**config.mk**
```make
export PLATFORM = sky130hd
export DESIGN_NAME = data_mem_ctrl_flat
export DESIGN_NICKNAME = d
export VERILOG_FILES = /design/src/rtl/data_mem_ctrl_if.sv /design/src/rtl/data_mem_ctrl.sv /design/src/flat_wrapper.sv
export SDC_FILE = /design/constraint.sdc
export NUM_CORES = 2
export LEC_CHECK = 0
export BUFFER_PORTS_ARGS = -buffer_cell sky130_fd_sc_hd__buf_2
export CAP_MARGIN = 20
export CORE_UTILIZATION = 50
export CTS_CLUSTER_DIAMETER = 150
export DETAILED_ROUTE_END_ITERATION = 10
export PLACE_DENSITY = 0.68
export RECOVER_POWER = 25
export SLEW_MARGIN = 10
export SYNTH_ARGS = -nofsm -noshare
export SYNTH_HDL_FRONTEND = slang
export SYNTH_SLANG_ARGS = --single-unit
```
**constraint.sdc**
```tcl
create_clock -name clk -period 5.3 [get_ports clk]
set_input_delay 1.06 -clock clk [delete_from_list [all_inputs] [get_ports clk]]
set_output_delay 1.06 -clock clk [all_outputs]
set_load 0.01 [all_outputs]
```
**src/rtl/data_mem_ctrl_if.sv**
```systemverilog
// Request/response bus between a load/store unit and data_mem_ctrl.
// Handshake: the master holds req with we/funct3/addr/wdata stable; the request is taken
// on a rising edge where req=1 and ready=1. Exactly one done pulse follows, carrying err and rdata.
interface data_mem_ctrl_if #(
    parameter int ADDR_W = 8
);
    logic              req;
    logic              we;
    logic [2:0]        funct3;
    logic [ADDR_W-1:0] addr;
    logic [31:0]       wdata;
    logic              ready;
    logic              done;
    logic [31:0]       rdata;
    logic              err;

    modport master (
        output req, we, funct3, addr, wdata,
        input  ready, done, rdata, err
    );

    modport slave (
        input  req, we, funct3, addr, wdata,
        output ready, done, rdata, err
    );
endinterface

```
**src/rtl/data_mem_ctrl.sv**
```systemverilog
// Byte-addressed 32-bit data memory with RV32I load/store sizing and LAT wait cycles.
// Each request completes with one done pulse; illegal requests complete early with err=1.
module data_mem_ctrl #(
    parameter int DEPTH  = 64,
    parameter int ADDR_W = 8,
    parameter int LAT    = 1
) (
    input  logic                clk,
    input  logic                rst,
    data_mem_ctrl_if.slave      bus,
    output logic [1:0]          dbg_state
);
    localparam int IW = (DEPTH > 1) ? $clog2(DEPTH) : 1;

    typedef enum logic [1:0] {
        IDLE = 2'd0,
        WAIT = 2'd1,
        DONE = 2'd2
    } state_t;

    state_t            state, state_n;
    logic [2:0]        cnt, cnt_n;
    logic              we_q;
    logic [2:0]        f3_q;
    logic [ADDR_W-1:0] addr_q;
    logic [31:0]       wdata_q;
    logic [31:0]       rdata_q;
    logic              err_q;
    logic              accept, commit;

    logic [31:0] mem [DEPTH] = '{default: 32'h0};

    // In IDLE the live bus is the operation (needed when LAT=0); afterwards the latched copy is.
    logic              cur_we;
    logic [2:0]        cur_f3;
    logic [ADDR_W-1:0] cur_addr;
    logic [31:0]       cur_wdata;
    logic [IW-1:0]     idx;
    logic [31:0]       idx_full;
    logic              bad;

    assign cur_we    = (state == IDLE) ? bus.we     : we_q;
    assign cur_f3    = (state == IDLE) ? bus.funct3 : f3_q;
    assign cur_addr  = (state == IDLE) ? bus.addr   : addr_q;
    assign cur_wdata = (state == IDLE) ? bus.wdata  : wdata_q;
    assign idx       = cur_addr[2 +: IW];
    assign idx_full  = 32'(cur_addr[ADDR_W-1:2]);

    always_comb begin
        logic misal, illegal;
        misal   = (((cur_f3 == 3'd1) || (cur_f3 == 3'd5)) && cur_addr[0]) ||
                  ((cur_f3 == 3'd2) && (cur_addr[1:0] != 2'b00));
        illegal = cur_we ? (cur_f3 > 3'd2)
                         : ((cur_f3 == 3'd3) || (cur_f3 == 3'd6) || (cur_f3 == 3'd7));
        bad     = misal || illegal || (idx_full >= 32'(DEPTH));
    end

    always_comb begin
        state_n = state;
        cnt_n   = cnt;
        accept  = 1'b0;
        commit  = 1'b0;
        case (state)
            IDLE: begin
                if (bus.req) begin
                    accept = 1'b1;
                    if (bad) begin
                        state_n = DONE;
                    end else if (LAT == 0) begin
                        state_n = DONE;
                        commit  = 1'b1;
                    end else begin
                        state_n = WAIT;
                        cnt_n   = 3'(LAT);
                    end
                end
            end
            WAIT: begin
                cnt_n = cnt - 3'd1;
                if (cnt <= 3'd1) begin
                    state_n = DONE;
                    commit  = 1'b1;
                end
            end
            DONE:    state_n = IDLE;
            default: state_n = IDLE;
        endcase
    end

    logic [31:0] word, load_val, store_val;
    logic [7:0]  bsel;
    logic [15:0] hsel;
    logic [3:0]  be;

    assign word = mem[idx];
    assign bsel = word[8*cur_addr[1:0] +: 8];
    assign hsel = cur_addr[1] ? word[31:16] : word[15:0];

    always_comb begin
        case (cur_f3)
            3'd0:    load_val = {{24{bsel[7]}}, bsel};
            3'd1:    load_val = {{16{hsel[15]}}, hsel};
            3'd4:    load_val = {24'h0, bsel};
            3'd5:    load_val = {16'h0, hsel};
            default: load_val = word;
        endcase
    end

    // Narrow stores replicate their data across the word; be picks the lanes that land.
    always_comb begin
        case (cur_f3)
            3'd0: begin
                be        = 4'b0001 << cur_addr[1:0];
                store_val = {4{cur_wdata[7:0]}};
            end
            3'd1: begin
                be        = cur_addr[1] ? 4'b1100 : 4'b0011;
                store_val = {2{cur_wdata[15:0]}};
            end
            default: begin
                be        = 4'b1111;
                store_val = cur_wdata;
            end
        endcase
    end

    always_ff @(posedge clk) begin
        if (rst) begin
            state   <= IDLE;
            cnt     <= 3'd0;
            we_q    <= 1'b0;
            f3_q    <= 3'd0;
            addr_q  <= '0;
            wdata_q <= 32'h0;
            rdata_q <= 32'h0;
            err_q   <= 1'b0;
        end else begin
            state <= state_n;
            cnt   <= cnt_n;
            if (accept) begin
                we_q    <= bus.we;
                f3_q    <= bus.funct3;
                addr_q  <= bus.addr;
                wdata_q <= bus.wdata;
            end
            if (accept && bad) begin
                err_q <= 1'b1;
            end else if (commit) begin
                err_q <= 1'b0;
            end
            if (commit && !cur_we) begin
                rdata_q <= load_val;
            end
        end
    end

    // The array is deliberately outside the reset domain.
    always_ff @(posedge clk) begin
        if (!rst && commit && cur_we) begin
            for (int b = 0; b < 4; b++) begin
                if (be[b]) mem[idx][8*b +: 8] <= store_val[8*b +: 8];
            end
        end
    end

    assign bus.ready = (state == IDLE);
    assign bus.done  = (state == DONE);
    assign bus.rdata = rdata_q;
    assign bus.err   = err_q;
    assign dbg_state = state;
endmodule
```
**src/flat_wrapper.sv**
```systemverilog
// flat-port wrapper written by rule: the top's interface ports become plain ports
module data_mem_ctrl_flat 
#(
    parameter int DEPTH  = 64,
    parameter int ADDR_W = 8,
    parameter int LAT    = 1
)
  (clk, rst, dbg_state, bus_req, bus_we, bus_funct3, bus_addr, bus_wdata, bus_ready, bus_done, bus_rdata, bus_err);
  data_mem_ctrl_if #(.ADDR_W(ADDR_W)) bus_i ();
  input  logic clk;
  input  logic rst;
  output logic [1:0] dbg_state;
  input wire logic [$bits(bus_i.req)-1:0] bus_req;
  input wire logic [$bits(bus_i.we)-1:0] bus_we;
  input wire logic [$bits(bus_i.funct3)-1:0] bus_funct3;
  input wire logic [$bits(bus_i.addr)-1:0] bus_addr;
  input wire logic [$bits(bus_i.wdata)-1:0] bus_wdata;
  output wire logic [$bits(bus_i.ready)-1:0] bus_ready;
  output wire logic [$bits(bus_i.done)-1:0] bus_done;
  output wire logic [$bits(bus_i.rdata)-1:0] bus_rdata;
  output wire logic [$bits(bus_i.err)-1:0] bus_err;
  assign bus_i.req = bus_req;
  assign bus_i.we = bus_we;
  assign bus_i.funct3 = bus_funct3;
  assign bus_i.addr = bus_addr;
  assign bus_i.wdata = bus_wdata;
  assign bus_ready = bus_i.ready;
  assign bus_done = bus_i.done;
  assign bus_rdata = bus_i.rdata;
  assign bus_err = bus_i.err;
  data_mem_ctrl #(.DEPTH(DEPTH), .ADDR_W(ADDR_W), .LAT(LAT)) u_core (.clk(clk), .rst(rst), .bus(bus_i), .dbg_state(dbg_state));
endmodule
```
==> flow_summary.json <==
{
  "status": "finished with violations",
  "violations": "capacitance limit, slew limit",
  "switching_share_pct": 30.8,
  "min-delay-start": "u_core.wdata_q[18]",
  "comb_power_share_pct": 21.9,
  "syn_area_mm2": 0.0814,
  "grt_use_met1_pct": 42.6,
  "rsz0062_at_grt": "no",
  "numCtsBuffers": 202,
  "cp.arrival_ps": 5550,
  "yosys.area.top_type_share_pct": 75.5,
  "synthDistinctLibCells": 80,
  "p_switching_w": 0.0137,
  "htree_num_levels": 4,
  "ys_top_cells_by_area": "edfxtp_1 (76%), o22ai_1 (5.7%), nor3_1 (2.2%)",
  "top_usage_layer": "met2",
  "maxSlewViolCount": 73,
  "io_buffers": 83,
  "synth_top_flop_cell": "edfxtp_1",
  "synth_area_per_cell_um2": 15.0,
  "grtUsageTotal_pct": 31.3,
  "tightest_slew_ps": 2270,
  "drc": 0,
  "crit_path_top_delay_cell": "o21ai_2",
  "whs_path_depth": 2,
  "vias_per_cell": 6.75,
  "layout_setup_ws_ps": 343,
  "area_growth_syn_to_layout_pct": 15.4,
  "cts_setup_buffers": 0,
  "synthArstFlopShare_pct": 0,
  "dieArea_mm2": 0.165,
  "grt_pass1_vias": 52564,
  "drive_above_1_share_pct": 14.3,
  "stdcell_count": 8155,
  "relSlewSlack_pct": -51.1,
  "met3_usage_pct": 7.66,
  "cp_slowest_stage_delay_ps": 1230,
  "synthesis.nets": 5482,
  "internal_power_w": 0.0308,
  "cts_max_path_buffers": 3,
  "grt-ovfl-total": 0,
  "fmaxAchievable_mhz": 202,
  "dp_hpwl_um": 162000,
  "cts_resized": 0,
  "r2r-start": "u_core.dbg_state[1]",
  "crit_path_frequent_cell": "clkbuf_1",
  "die_x_um": 406,
  "worst_ep_required_time_ps": 5900,
  "fp-row-count": 147,
  "drv_cap": 3,
  "whs_endpoint": "u_core.wdata_q[18]",
  "dr.pass1.iters": 9,
  "insertion_delay_ps": 840,
  "finalCritPeriodShare_pct": 93.5,
  "yosysWarningCount": 0,
  "antenna_found_initial": 15,
  "grt_pass1_wl_um": 371000,
  "clock-sinks": 2130,
  "path_clk_slew_ps": 60,
  "pwr_density_cell_mw_per_mm2": 474,
  "vias": 55025,
  "clock_skew_ps": 30.6,
  "dp_cells": 7778,
  "power_w": 0.0446,
  "start_kind": "flop",
  "grt.met2_usage_pct": 47.3,
  "synth_seq_area_share_pct": 77.5,
  "power_frac_seq_pct": 45.8,
  "finalHoldViolations": 0,
  "gp_congestion": 0.963,
  "yosysTopAreaCell": "edfxtp_1",
  "ir_worst_vdd_v": 0.000415,
  "cp_max_fo": 17,
  "nFillCells": 12231,
  "setup_violations": 0,
  "r2r_slack_ps": 340,
  "synth_cells": 5433,
  "nNetsFinal": 5875,
  "cts_root_buffer": "clkbuf_16",
  "wl_um": 260000,
  "cts_hold_buffers": 0,
  "synth_edf_count": 2048,
  "power_frac_clock_pct": 32.3,
  "postRouteAntennaNets": 0,
  "worstSetupPathType": "reg -> reg",
  "grt_max_degree": 81,
  "cts_tree": "yes",
  "tns_ps": 0,
  "path_cells": "or2_2 > inv_1 > clkbuf_1 > mux2i_1 > a21oi_1 > o21ai_2 > clkbuf_1 > nor3_1 > buf_4",
  "die_h_um": 406,
  "timing.rr.end": "u_core.mem[4][12]",
  "core_mm2": 0.161,
  "final_util_pct": 58.3,
  "hp-class": "reg -> reg",
  "ys_seq_elements": 2130,
  "ios": 84,
  "start_util_pct": 50.5,
  "place_ws_ps": -7.60,
  "r2r_cells": 9,
  "p_leak_nw": 30.0,
  "dr.first_iter.drc_count": 8791,
  "fin_crit_ps": 4960,
  "endpoint_kind": "flop",
  "wl_per_cell_um": 31.9
}
## state kept, by name (all words and copies together) (netlist names)
name,flops
u_core.f3_q,3
u_core.bus.err,1
u_core.we_q,1
u_core.addr_q,8
u_core.dbg_state,2
u_core.bus.rdata,32
u_core.mem,2048
u_core.cnt,3
u_core.wdata_q,32
## worst max-delay path: cells and delay by family, from the launching register on
kind | cells | cell delay, ps
flops | 1 | 310
simple gates | 2 | 760
buf+inv | 4 | 1740
compound gates | 2 | 1380
mux | 1 | 520
## power by group through the flow
stage          combinational [W]  sequential [W]  clock [W]
5_1_grt                   0.0100          0.0204     0.0151
6_report                 0.00975          0.0204     0.0144
3_5_place_dp             0.00944          0.0208          0
2_1_floorplan            0.00463          0.0209          0
3_3_place_gp             0.00927          0.0208          0
4_1_cts                  0.00948          0.0204     0.0144
## cell usage after synthesis, drive strengths merged (17+ instances only)
library cell     n
a211oi          35
a21oi          170
a22oi           17
a311oi          25
a31oi           64
a32oi           17
and3            41
buf            202
clkbuf         209
dfxtp           82
edfxtp        2048
mux2i           94
nand2          478
nand2b          27
nand3           77
nor2           270
nor3           365
nor4            70
o211ai          51
o21ai           91
o221ai          64
o22a            18
o22ai          740
## kinds of logic after synthesis
family                     after synthesis  synth area share [%]
DFF                                   2130                  77.5
AOI/OAI and AO/OA                     1388                  11.2
and+or+nand+nor                       1387                  7.73
adders and majority gates                2                0.0307
xor gates and xnor gates                 1                0.0108
muxes                                   97                  1.21
buffers and inverters                  428                  2.32
## layer usage
layer / up-vias / wire (um)
met4: 14 / 13900
met1: 27381 / 95100
li1: 22611 / -
met2: 4296 / 117000
met5: - / 85
met3: 723 / 34100
## placed cells by master, fill, tap and decap left out, drive strengths merged, types with 82 or more instances in the layout
master	n
edfxtp	2048
o22ai	740
buf	495
nand2	478
nor3	365
clkbuf	357
nor2	270
a21oi	170
mux2i	94
o21ai	91
clkinv	91
dfxtp	82
## through the flow
stage / cell area (um^2) / hold slack, ps
3_5_place_dp: 87700 / 446
3_3_place_gp: 87700 / 441
5_1_grt: 94000 / 458
2_1_floorplan: 81500 / 436
6_report: 94000 / 456
4_1_cts: 94300 / 437
## final cells by class
cell class	instances	area, um^2	area share (%)
diodes	4	10.0	0.0107
clock inverters	117	1170	1.25
repair buffers	600	4570	4.86
well taps	2160	2700	2.88
multi-input cells	2875	17000	18.1
clock buffers	252	5350	5.69
flip-flops and latches	2130	63100	67.2
inverters	17	63.8	0.0679
## how the worst max path moves through the flow
stage | startpoint | end | slack (ps) | depth (start not counted)
after CTS | u_core.dbg_state[1] | u_core.bus.rdata[17] | 660 | 11
after global placement | bus_addr[2] | u_core.bus.rdata[30] | 140 | 15
after global routing | u_core.dbg_state[1] | u_core.mem[52][16] | 220 | 12
final | u_core.dbg_state[1] | u_core.mem[4][12] | 340 | 9
after detailed placement | bus_addr[2] | u_core.bus.rdata[25] | -8 | 15
after floorplan | u_core.dbg_state[0] | u_core.mem[0][21] | -120 | 11
Power figures use the tool's default switching activity.
